===== config.mk =====
export PLATFORM = sky130hd
export DESIGN_NAME = mem_arbiter
export DESIGN_NICKNAME = d
export VERILOG_FILES = /design/src/rtl/mem_arbiter.sv
export SDC_FILE = /design/constraint.sdc
export NUM_CORES = 1
export LEC_CHECK = 0
export BUFFER_PORTS_ARGS = -buffer_cell sky130_fd_sc_hd__buf_4
export CAP_MARGIN = 30
export CORE_MARGIN = 10
export CORE_UTILIZATION = 45
export CTS_CLUSTER_SIZE = 8
export DETAILED_ROUTE_END_ITERATION = 8
export PLACE_DENSITY = 0.88
export SLEW_MARGIN = 0
export SYNTH_ARGS = -nofsm -noshare
export SYNTH_HDL_FRONTEND = slang
export SYNTH_SLANG_ARGS = --single-unit

===== constraint.sdc =====
create_clock -name clk -period 3 [get_ports clk]
set_input_delay 0.3 -clock clk [delete_from_list [all_inputs] [get_ports clk]]
set_output_delay 0.3 -clock clk [all_outputs]
set_load 0.02 [all_outputs]

===== src/rtl/mem_arbiter.sv =====
// -----------------------------------------------------------------------------
// mem_arbiter
//   Shares the memory map's single CPU-side port between the instruction-fetch
//   master (read-only) and the load/store data master. Every transaction walks
//   IDLE -> ISSUE -> WAIT -> DONE, which covers the one-cycle read latency of
//   both BRAM and MMIO. The data port has priority. Once STARVE_LIMIT data
//   grants have gone by while a fetch waited, the next grant goes to fetch.
//
// Ports
//   clk, rst            clock, synchronous active-high reset
//   if_req/if_addr      fetch request (held until if_ack) and address
//   if_ack/if_rdata/
//   if_err              fetch completion pulse, read data, unmapped flag
//   d_req/d_write/
//   d_addr/d_wdata      data request (held until d_ack), store flag, addr, data
//   d_ack/d_rdata/d_err data completion pulse, load data (0 for stores), flag
//   mem_addr/mem_write/
//   mem_wdata           request side of the memory-map port
//   mem_rdata           memory-map read data (valid one cycle after address)
//   mem_invalid         memory-map unmapped-address flag (combinational)
//   busy                transaction in flight
//   owner               latched winner: 0 = fetch, 1 = data
// -----------------------------------------------------------------------------
`ifndef DATA_WIDTH
`define DATA_WIDTH 32
`endif

module mem_arbiter #(
   parameter int unsigned STARVE_LIMIT = 4  // legal range 1..15
) (
   input  logic                   clk,
   input  logic                   rst,
   input  logic                   if_req,
   input  logic [31:0]            if_addr,
   output logic                   if_ack,
   output logic [`DATA_WIDTH-1:0] if_rdata,
   output logic                   if_err,
   input  logic                   d_req,
   input  logic                   d_write,
   input  logic [31:0]            d_addr,
   input  logic [`DATA_WIDTH-1:0] d_wdata,
   output logic                   d_ack,
   output logic [`DATA_WIDTH-1:0] d_rdata,
   output logic                   d_err,
   output logic [31:0]            mem_addr,
   output logic                   mem_write,
   output logic [`DATA_WIDTH-1:0] mem_wdata,
   input  logic [`DATA_WIDTH-1:0] mem_rdata,
   input  logic                   mem_invalid,
   output logic                   busy,
   output logic                   owner
);

   typedef enum logic [1:0] {
      S_IDLE  = 2'd0,
      S_ISSUE = 2'd1,
      S_WAIT  = 2'd2,
      S_DONE  = 2'd3
   } state_t;

   localparam logic [3:0] LP_LIMIT = 4'(STARVE_LIMIT);

   state_t                   r_state;
   state_t                   w_next;
   logic                     r_owner;
   logic [31:0]              r_addr;
   logic                     r_write;
   logic [`DATA_WIDTH-1:0]   r_wdata;
   logic                     r_err;
   logic [`DATA_WIDTH-1:0]   r_rdata;
   logic [3:0]               r_starve;

   logic                     w_any_req;
   logic                     w_grant_d;

   assign w_any_req = if_req | d_req;
   // Data wins any contest unless fetch has already waited through
   // STARVE_LIMIT consecutive data grants.
   assign w_grant_d = d_req & ~(if_req & (r_starve == LP_LIMIT));

   assign busy  = (r_state != S_IDLE);
   assign owner = r_owner;

   // NOTE: state and datapath registers use non-blocking assignments so every
   // flop samples the values from before the edge, whatever order they appear.
   always_ff @(posedge clk) begin
      if (rst) begin
         r_state <= S_IDLE;
      end else begin
         r_state <= w_next;
      end
   end

   // Request latch, starvation counter and response capture. The reset clears
   // everything, so an abandoned transaction leaves nothing behind.
   always_ff @(posedge clk) begin
      if (rst) begin
         r_owner  <= 1'b0;
         r_addr   <= '0;
         r_write  <= 1'b0;
         r_wdata  <= '0;
         r_err    <= 1'b0;
         r_rdata  <= '0;
         r_starve <= '0;
      end else begin
         case (r_state)
            S_IDLE: begin
               if (w_any_req) begin
                  r_owner <= w_grant_d;
                  if (w_grant_d) begin
                     r_addr  <= d_addr;
                     r_write <= d_write;
                     r_wdata <= d_wdata;
                     // Only data grants made over a waiting fetch count.
                     if (if_req) begin
                        r_starve <= (r_starve == LP_LIMIT) ? LP_LIMIT : r_starve + 4'd1;
                     end else begin
                        r_starve <= '0;
                     end
                  end else begin
                     r_addr   <= if_addr;
                     r_write  <= 1'b0;
                     r_wdata  <= '0;
                     r_starve <= '0;
                  end
               end
            end
            S_ISSUE: begin
               r_err <= mem_invalid;
            end
            S_WAIT: begin
               // Stores and unmapped accesses return zero, never bus contents.
               r_rdata <= (r_write || r_err) ? '0 : mem_rdata;
            end
            default: begin
            end
         endcase
      end
   end

   // NOTE: every output of this block gets a default before the case, so no
   // path through it can leave a signal unassigned and infer a latch.
   always_comb begin
      w_next    = r_state;
      mem_addr  = '0;
      mem_write = 1'b0;
      mem_wdata = '0;
      if_ack    = 1'b0;
      if_rdata  = '0;
      if_err    = 1'b0;
      d_ack     = 1'b0;
      d_rdata   = '0;
      d_err     = 1'b0;
      case (r_state)
         S_IDLE: begin
            if (w_any_req) begin
               w_next = S_ISSUE;
            end
         end
         S_ISSUE: begin
            mem_addr  = r_addr;
            mem_write = r_write;
            mem_wdata = r_wdata;
            w_next    = S_WAIT;
         end
         S_WAIT: begin
            mem_addr = r_addr;
            w_next   = S_DONE;
         end
         S_DONE: begin
            if (r_owner) begin
               d_ack   = 1'b1;
               d_rdata = r_rdata;
               d_err   = r_err;
            end else begin
               if_ack   = 1'b1;
               if_rdata = r_rdata;
               if_err   = r_err;
            end
            w_next = S_IDLE;
         end
         default: begin
            w_next = S_IDLE;
         end
      endcase
   end

endmodule

==> Word level (Yosys, flattened, before mapping) <==
Cells that the tools add are included.
{ "totals": {"register_bits": 105, "input_bits": 134, "word_cells": 47} }
{ "classes": {"mux": 24, "bitwise": 4, "reduce_logical": 5, "n_eq_ne": 5, "add_sub_neg": 1} }
{ "ops": {"columns": ["cell", "count"], "rows": [
  ["$mux 32", 9],
  ["$mux 4", 3],
  ["$mux 1", 10],
  ["$pmux 2 s4", 1],
  ["$add 4x1->4 const B", 1],
  ["$eq 2x2->1 const B", 2],
  ["$eq 4x3->1 const B", 1],
  ["$and 1x1->1", 2],
  ["$eq 2x1->1 const B", 1],
  ["$logic_not 2->1", 1],
  ["$mux 2", 1],
  ["$ne 2x2->1 const B", 1],
  ["$reduce_and 2->1", 1],
  ["$reduce_bool 2->1", 1],
  ["$reduce_or 2->1", 1],
  ["$logic_or 1x1->1", 1],
  ["$not 1->1", 1],
  ["$or 1x1->1", 1]
]} }

==> Logic depth before layout (Yosys ltp) <==
Gate-level depths: netlist of the first run.
{ "depth": {"word_depth": 5, "ltp_mapped": 7} }

==> Worst setup path after synthesis of the first run <==
Ideal clock, no wire load.
{ "synth_timing": {"path_kind": "reg2out", "startpoint": "reg r_state[0]", "endpoint": "out if_rdata[22]", "stages_incl_launch_ff": 5, "path_slack_ns": 1.172, "t_arrival_ns": 1.528, "path_cell_list": "dfxtp_1 -> ha_1 -> nor2b_1 -> clkbuf_1 -> and2_1"} }
{ "synth_via": {"elab_chain_cells": 2} }
{ "synth_rtl": {"columns": ["item", "line_no", "source"], "rows": [
  ["from (decl)", "63", "state_t r_state;"],
  ["from (signal assigned)", "90", "r_state <= w_next;"],
  ["$eq 2x2->1", "154", "case (r_state)"],
  ["$mux 32", "154", null],
  ["to (decl)", "36", "output logic [`DATA_WIDTH-1:0] if_rdata,"]
]} }
Every way passes these cells.

==> Final worst setup path of the first run <==
{ "layout_timing": {"startpoint": "reg r_state[0]", "endpoint": "out mem_addr[12]"} }
{ "layout_via": {"elab_chain_cells": 3, "elab_cells_between_ends": 4} }
{ "layout_rtl": {"columns": ["item", "line_no", "source"], "rows": [
  ["$eq 2x2->1 / $eq 2x1->1 (equally long branches)", "154", null],
  ["$reduce_or 2->1 (no source line) *", null, null],
  ["$mux 32 *", "154", null],
  ["to (decl)", "45", "output logic [31:0] mem_addr,"]
]} }
Mark *: on every way between the ends. The rest lies on a longest branch, timed or not.

==> flow_summary.yaml, run 1 <==
timing:
  max_slew_margin: 0.409
  fin_ws_ns: 0.706
  grt_setup_unrepaired: "no"
  hold_viol_final: 0
  finClkSkew_ns: 0.00744
  finalSetupViolCount: 0
  maxSlewViolCount: 0
  setup_tns_ns: 0
  fmax_ghz: 0.436
  tightestPinTransition_ns: 0.886
  period_share: 0.765
  min_period_ns: 2.29
die:
  die-area_mm2: 0.0161
  core_mm2: 0.0113
  num_rows: 39
  die_w_um: 127
  start_util: 0.456
  io_pins: 269
  die_h_um: 127
critical_path:
  end_kind: "output port"
  cp_cell_sequence: "inv_1 > ha_1 > and2_1 > buf_4"
  critical_path.top_delay_family: "adder cells"
  crit_arrival_ns: 1.99
  critPathMaxFanout: 33
  cp_num_buf_inv: 2
  critPathMaxStageDelay_ns: 0.79
  critPathKind: "flop to output port"
  critPathLaunchType: "flop"
  cpMaxStageDelayCell: "ha_1"
  cp.required_ns: 2.70
routing:
  vias: 5519
  drc: 0
  vias_per_cell: 5.44
  ant_nets: 0
  wire_per_inst_um: 17.7
  drt_iter0_markers: 481
  drt_wl_total_um: 17900
  first_pass_iters: 5
yosys:
  synth_most_common_cell: "dfxtp_1"
  synthFlopType: "dfxtp_1"
  syn_area_mm2: 0.00516
  ys_ff_latch: 105
  synth_area_leaders: "dfxtp_1, and2_1, nor2_1, a32oi_1, a311oi_1"
  synth_common_cells: "dfxtp_1, and2_1, nor2_1"
  synth_cells: 640
  synthArstFlopShare: 0
  avgSynthCellArea_um2: 8.06
  synth.top_cell.area_share: 0.407
  synth-edff-count: 0
  ys_types: 33
  seq_area_frac_synth: 0.407
  synth_nets: 780
  yosys_warnings: 0
  synth_top_area_cell: "dfxtp_1"
layout:
  syn_to_final_growth_pct: 44.5
  antennaDiodeCount: 0
  final_layout_size_suffix_gt1_frac: 0.343
  fin_cells: 1014
  nets: 1006
  final_util: 0.659
global_routing:
  grt-ovfl-total: 0
  grt_antenna_before_repair: 0
  grt_pass1_vias: 5195
  grt_max_degree: 68
  grt_pass1_wl_um: 27700
  grt.total_usage: 0.203
clock_tree:
  post_cts_buffers: 0
  hold_buffers: 0
  root_buffer: "clkbuf_16"
  cts_sinks: 105
  cts.clk_slew.worst_paths_ns: 0.08
  ctsResizeCount: 0
  max-clock-path-buffers: 2
  cts_tree: "built"
  htreeDepth: 3
  cts_buffers: 9
  clk_latency_ns: 0.34
placement:
  dp_cells: 998
  io_buffers: 268
  place_congestion: 0.829
  dp_hpwl_um: 13000
  dp_slack_ns: 1.06
outcome:
  status: "complete, no violations"
flow_run:
  cap_violations: 0
min_path:
  holdCritPathClass: "input pin to flop"
power:
  power_density_mw_per_mm2: 692
  vdd_drop_max_mv: 0.441
  p_leak_nw: 3.54
layout by cell type (no fill, tap or decap), drive strengths merged:
cell type  synthesis  layout
nand2              4       4
nand4              3       3
nor2b             35      35
a32oi             33      33
a211oi             1       1
buf               30     281
and3              33      33
and2             100     100
nor2             100     100
nand3b             1       1
and4b              1       1
inv                6       9
clkinvlp           0       3
mux2i              1       1
o21ai             33      33
o2111ai            1       1
or4b               1       1
clkbuf            36      10
dfxtp            105     105
nand4b             1       1
nor3b              1       1
o21a               1       1
nand3             34      34
or4                1       1
nor3               1       1
a21oi             36      36
a311oi            32      32
o31ai              1       1
a22oi              1       1
ha                 6       6
a31oi              1       1
worst min-delay path, stage by stage:
cell and delay [ns]:
buf_4 0.08, a21oi_1 0.05, nor2_1 0.07
routing by layer:
layer  up-vias  share of wire  wire [um]  GRT usage
li1       2678              -          -          -
met1      2578           0.38       6830      0.229
met2       234           0.50       8980      0.348
met3        29          0.099       1780     0.0823
met4         0          0.018        315     0.0516
met5         -              0          0          0
sequential cells by signal, indices dropped and copies added, names as in the netlist:
name / cells
r_addr: 32
r_rdata: 32
r_wdata: 32
r_starve: 4
r_state: 2
owner: 1
r_err: 1
r_write: 1
kinds of logic after synthesis:
group / share of synthesized area
adders and majority gates: 0.0145
DFF: 0.407
AOI/OAI and AO/OA: 0.186
buffers and inverters: 0.0623
muxes: 0.00194
and+or+nand+nor: 0.328
through the flow:
step,hold slack (ns),area [um2],total power [mW]
finish,0.183,7460,5.16
global route,0.187,7460,5.51
CTS,0.177,7460,5.20
detailed placement,0.467,7180,4.08
global placement,0.459,7150,4.02
floorplan,0.439,5160,3.33
power by group:
part | internal [mW] | total (mW) | switching (mW)
clock | 0.573 | 1.12 | 0.544
sequential | 1.72 | 1.90 | 0.181
combinational | 0.866 | 2.15 | 1.28
total | 3.16 | 5.16 | 2.01
final timing paths:
check           startpoint      endpoint  slack [ns]  cells after the start
max             r_state[0]  mem_addr[12]        0.71                      4
min          mem_rdata[28]   r_rdata[28]        0.18                      3
min reg2reg     r_addr[21]    r_addr[21]        0.49                      2
max reg2reg     r_state[0]     r_addr[5]        1.05                      6
area by class of cell:
cell class,instances,area (um2)
Clock buffer,10,229
Multi-Input combinational cell,463,2750
Sequential cell,105,2100
Clock inverter,6,48.8
Fill cell,994,3860
Inverter,6,22.5
Timing Repair Buffer,281,2130
Tap cell,143,179
Power figures use the tool's default switching activity.
==> run 2, diff against run 1 <==
ABC_AREA = 1   (was unset)
CORE_UTILIZATION = 42   (was 45)
PLACE_DENSITY = 0.85   (was 0.88)
clock period = 2.1 ns   (was 3 ns; I/O delays follow)
==> run 2 against run 1 <==
Compared with the run above: first-iteration DRC count down 20%; total power up 58%; clock power increased by 39%; count of clock-buffer cells in the layout increased by 1; final cell count rose by 24%; routed wire length rose by 1.2%; synthesized cell count up 33%; flip-flop and latch count did not move; sequential power grew 47%; synthesized area grew 4.6%; via count up 9.2%; clock skew grew 0.0012 ns.
==> flow_summary.yaml, run 2 <==
outcome:
  status: "complete, no violations"
critical_path:
  critPathMaxStageDelay_ns: 0.36
  cp_common_cell: "buf_4"
  critPathMaxFanout: 17
  r2r_slack_ns: 0.45
  cp.required_ns: 1.89
  critPathKind: "flop to output port"
  end_kind: "output port"
  critPathLaunchType: "flop"
  cp_cell_sequence: "ha_1 > inv_1 > nor2_4 > clkinvlp_4 > buf_4 > nor2_1 > buf_4"
  crit_arrival_ns: 1.75
  cpMaxStageDelayCell: "dfxtp_2"
die:
  num_rows: 41
  die_h_um: 133
  core_mm2: 0.0126
  die_w_um: 133
  die-area_mm2: 0.0178
  start_util: 0.428
  io_pins: 269
placement:
  postPlaceCellArea_mm2: 0.00754
  place_congestion: 0.794
  io_buffers: 268
  dp_slack_ns: 0.153
  dp_hpwl_um: 13500
  dp_cells: 1241
routing:
  vias_per_cell: 4.78
  vias: 6025
  drt_iter0_markers: 383
  ant_nets: 0
  drc: 0
  first_pass_iters: 5
  drt_wl_total_um: 18100
  wire_per_inst_um: 14.4
clock_tree:
  htreeDepth: 3
  max-clock-path-buffers: 2
  cts_buffers: 9
  cts_tree: "built"
  cts_sinks: 105
  root_buffer: "clkbuf_16"
  clk_latency_ns: 0.33
  cts.clk_slew.worst_paths_ns: 0.07
global_routing:
  top_usage_layer: "met2"
  grt_max_degree: 67
  grt_pass1_vias: 5632
  grt.total_usage: 0.191
  use_met3: 0.0853
  grt_pass1_wl_um: 28400
  grt-ovfl-total: 0
  grt_antenna_before_repair: 0
  grt_use_met1: 0.219
  use_met2: 0.315
timing:
  min_period_ns: 1.96
  finClkSkew_ns: 0.00865
  maxSlewViolCount: 0
  finalSetupViolCount: 0
  hold_viol_final: 0
  setup_tns_ns: 0
  fmax_ghz: 0.510
  tightestPinTransition_ns: 0.406
  grt_setup_unrepaired: "no"
  holdWs_ns: 0.0973
  max_slew_margin: 0.729
  fin_ws_ns: 0.140
  period_share: 0.933
yosys:
  ys_types: 18
  synthArstFlopShare: 0
  synth_area_leaders: "dfxtp_1, nand2_1, inv_1, nor2_1, a21oi_1"
  avgSynthCellArea_um2: 6.34
  synthFlopType: "dfxtp_1"
  synth_most_common_cell: "nand2_1"
  synth_nets: 991
  synth.top_cell.area_share: 0.390
  synth_common_cells: "nand2_1, inv_1, nor2_1"
  synth_top_area_cell: "dfxtp_1"
  syn_area_mm2: 0.00540
  ys_ff_latch: 105
  synth-edff-count: 0
  seq_area_frac_synth: 0.390
  synth_cells: 851
  yosys_warnings: 0
min_path:
  holdCritPathClass: "input pin to flop"
layout:
  final_util: 0.622
  nets: 1223
  final_layout_size_suffix_gt1_frac: 0.286
  seq_area_mm2: 0.00210
  mostFrequentLayoutCells: "buf_4, nand2_1, inv_1"
  top_regs: "r_addr x32, r_rdata x32, r_wdata x32"
  layout_commonest_cell: "buf_4"
  multiInputGateArea_mm2: 0.00246
  antennaDiodeCount: 0
  design_area_mm2: 0.00785
  fin_cells: 1260
  syn_to_final_growth_pct: 45.5
  fillers: 1177
flow_run:
  cap_violations: 0
power:
  power_density_mw_per_mm2: 1040
  p_leak_nw: 4.27
  p_total_mw: 8.17
  vdd_drop_max_mv: 0.467
## run 2: changes by cell type in the layout (fill, tap and decap cells not counted), sizes merged, moves of 31 or more
| cell | delta |
|---|---|
| nand4 | +34 |
| and3 | -33 |
| nand3 | +34 |
| nand2 | +167 |
| inv | +138 |
| and2 | -100 |
| a21oi | +35 |
| a211oi | +31 |
| nor2 | +44 |
| o21ai | -31 |
| a311oi | -32 |
| nor2b | -35 |
| a32oi | -33 |
## run 2: layout make-up
class                   count  area share
flip-flops and latches    105       0.268
inverters                 148      0.0713
clock buffers              11      0.0309
repair inverters            1    0.000957
clock inverters             5     0.00399
multi-input cells         532       0.314
repair buffers            286       0.283
well taps                 172      0.0274
## run 2: worst max-delay path: cells and delay by family (launching register included)
| kind | cells | cell delay [ns] |
|---|---|---|
| and+or+nand+nor | 2 | 0.34 |
| DFF | 1 | 0.36 |
| adders and majority gates | 1 | 0.16 |
| buffers and inverters | 4 | 0.54 |
## run 2: worst paths after layout
check                                  from           end  cells after the start
worst min-delay path            mem_invalid         r_err                      3
worst min register to register  r_wdata[11]   r_wdata[11]                      2
worst max-delay path             r_state[0]  if_rdata[10]                      7
worst max register to register  r_starve[0]    r_addr[10]                      9
## run 2: logic make-up (layout without fill, tap and decap cells)
kind of cell	after synthesis	after routing	synth area share
and+or+nand+nor	420	420	0.325
buffers and inverters	214	451	0.157
AOI/OAI and AO/OA	106	106	0.115
DFF	105	105	0.390
adders and majority gates	6	6	0.0139
## run 2: routing by layer
layer | share of wire | wire, um
met4 | 0.016 | 295
met5 | 0 | 0
met3 | 0.10 | 1850
met2 | 0.46 | 8420
met1 | 0.42 | 7560
## run 2: what timing repair did
action | CTS | global route
resized for setup | 3 | 3
cloned | 1 | 0
setup buffers | 2 | 0
hold buffers | 0 | 0
setup endpoints to repair | 33 | 34
pin swaps | 0 | 1
## run 2: power by group
part / internal [mW] / switching, mW
logic: 1.39 / 2.43
registers: 2.56 / 0.233
clock network: 0.834 / 0.726
==> run 3, diff against run 2 <==
CELL_PAD_IN_SITES_DETAIL_PLACEMENT = 2   (was unset)
CELL_PAD_IN_SITES_GLOBAL_PLACEMENT = 2   (was unset)
CORE_MARGIN = unset   (was 10)
CORE_UTILIZATION = 20   (was 42)
PLACE_DENSITY = 0.83   (was 0.85)
==> run 3 against run 2 <==
Compared with the run above: the run now ends with design-rule violations left; routed wire length grew 21%; sequential share of layout area shrank 0.82 points; clock skew grew 0.0054 ns; total power grew 4.6%; critical path type unchanged; fmax shrank 0.45%; largest power group unchanged; core utilization shrank 31 points; critical endpoint is now if_rdata[4]; via count grew 3.9%.
==> flow_summary.yaml, run 3 (synthesis gave the netlist of run 2 again) <==
timing:
  finClkSkew_ns: 0.0140
  maxSlewViolCount: 0
  min_period_ns: 1.97
  grt_setup_unrepaired: "no"
  fmax_ghz: 0.508
  fin_ws_ns: 0.132
  finalSetupViolCount: 0
  tightestPinTransition_ns: 0.495
  period_share: 0.937
  setup_tns_ns: 0
  hold_viol_final: 0
  max_slew_margin: 0.670
die:
  die_w_um: 166
  io_pins: 269
  start_util: 0.205
  die_h_um: 166
  core_mm2: 0.0263
  die-area_mm2: 0.0276
  num_rows: 59
global_routing:
  grt.total_usage: 0.158
  grt_pass1_vias: 6541
  grt_antenna_before_repair: 0
  grt_max_degree: 63
  grt_pass1_wl_um: 34800
  grt-ovfl-total: 0
layout:
  layout_commonest_cell: "buf_4"
  seq_area_mm2: 0.00210
  antennaDiodeCount: 0
  final_layout_size_suffix_gt1_frac: 0.287
  top_regs: "r_addr x32, r_rdata x32, r_wdata x32"
  fin_cells: 1423
  fillers: 3215
  syn_to_final_growth_pct: 50.1
  nets: 1223
  multiInputGateArea_mm2: 0.00246
  mostFrequentLayoutCells: "buf_4, nand2_1, inv_1"
critical_path:
  critPathMaxFanout: 14
  critPathKind: "flop to output port"
  end_kind: "output port"
  crit_arrival_ns: 1.76
  cp.required_ns: 1.89
  critPathLaunchType: "flop"
placement:
  dp_cells: 1405
  dp_hpwl_um: 16300
  io_buffers: 268
  place_congestion: 0.757
  dp_slack_ns: 0.290
routing:
  wire_per_inst_um: 15.5
  drt_wl_total_um: 22000
  drt_iter0_markers: 185
  drc: 26
  vias_per_cell: 4.40
  first_pass_iters: 6
  ant_nets: 0
  vias: 6257
outcome:
  violations: "design-rule violations"
  status: "finished with violations"
clock_tree:
  cts.clk_slew.worst_paths_ns: 0.08
  clk_latency_ns: 0.36
  hold_buffers: 0
  htreeDepth: 3
  cts_buffers: 9
  root_buffer: "clkbuf_16"
  max-clock-path-buffers: 2
  cts_sinks: 105
  cts_tree: "built"
power:
  p_leak_nw: 4.29
  power_density_mw_per_mm2: 1050
  vdd_drop_max_mv: 0.629
flow_run:
  cap_violations: 0
min_path:
  holdCritPathClass: "input pin to flop"
==> run 3: changes by cell type in the layout (fill, tap and decap cells not counted) <==
cell	previous run	this run
inv_8	0	2
clkinvlp_4	3	2
clkbuf_1	1	0
buf_12	6	9
buf_4	280	278
nor2_4	1	0
clkinv_2	3	1
inv_6	0	2
nor2_2	1	2
clkbuf_8	1	0
==> run 3: worst max-delay path, cell delays in order (launching register included) <==
cell and delay [ns]:
dfxtp_2 0.36, ha_1 0.18, inv_1 0.05, nor2_2 0.16, clkinvlp_4 0.20, buf_12 0.19
nor2_1 0.12, buf_4 0.16
==> run 3: timing repair <==
item / 4_1_cts / 5_1_grt
buffers inserted: 2 / 0
cloned: 0 / 0
gates resized for setup: 2 / 2
setup endpoints to repair: 17 / 17
==> run 3: area by class of cell <==
type | instances | area share
Inverter | 148 | 0.0691
Multi-Input combinational cell | 532 | 0.304
Sequential cell | 105 | 0.260
Tap cell | 335 | 0.0518
Timing Repair Buffer | 287 | 0.280
Clock buffer | 9 | 0.0278
Clock inverter | 7 | 0.00757
==> run 3: metrics by stage <==
step                      area, um2  power, mW  hold WS (ns)  utilization
after CTS                      8090       8.76        0.0827        0.308
final                          8100       8.54         0.102        0.308
after global placement         7770       6.82         0.443        0.296
after global routing           8100       9.24         0.101        0.308
after detailed placement       7770       6.96         0.457        0.296
after floorplan                5400       5.32         0.349            -
==> run 3: metal layers <==
layer  vias to the layer above  routed length (um)  GRT usage  part of all wire
met5                         -                   0          0                 0
met4                         0                 102     0.0310            0.0046
met3                         9                1840     0.0486             0.084
met2                       195               10800      0.285              0.49
met1                      2948                9260      0.185              0.42
li1                       3105                   -          -                 -
==> run 3: report_power, final <==
part / switching [mW] / total (mW) / internal, mW
Clock: 0.863 / 1.70 / 0.833
Combinational: 2.60 / 4.04 / 1.44
Sequential: 0.245 / 2.80 / 2.56
==> run 3: worst paths after layout <==
| kind | start | end | slack (ns) | cells past startpoint |
|---|---|---|---|---|
| worst max-delay path | r_state[0] | if_rdata[4] | 0.13 | 7 |
| worst min-delay path | mem_invalid | r_err | 0.10 | 3 |
| worst max register to register | r_starve[0] | r_addr[22] | 0.37 | 9 |
| worst min register to register | r_wdata[19] | r_wdata[19] | 0.47 | 2 |
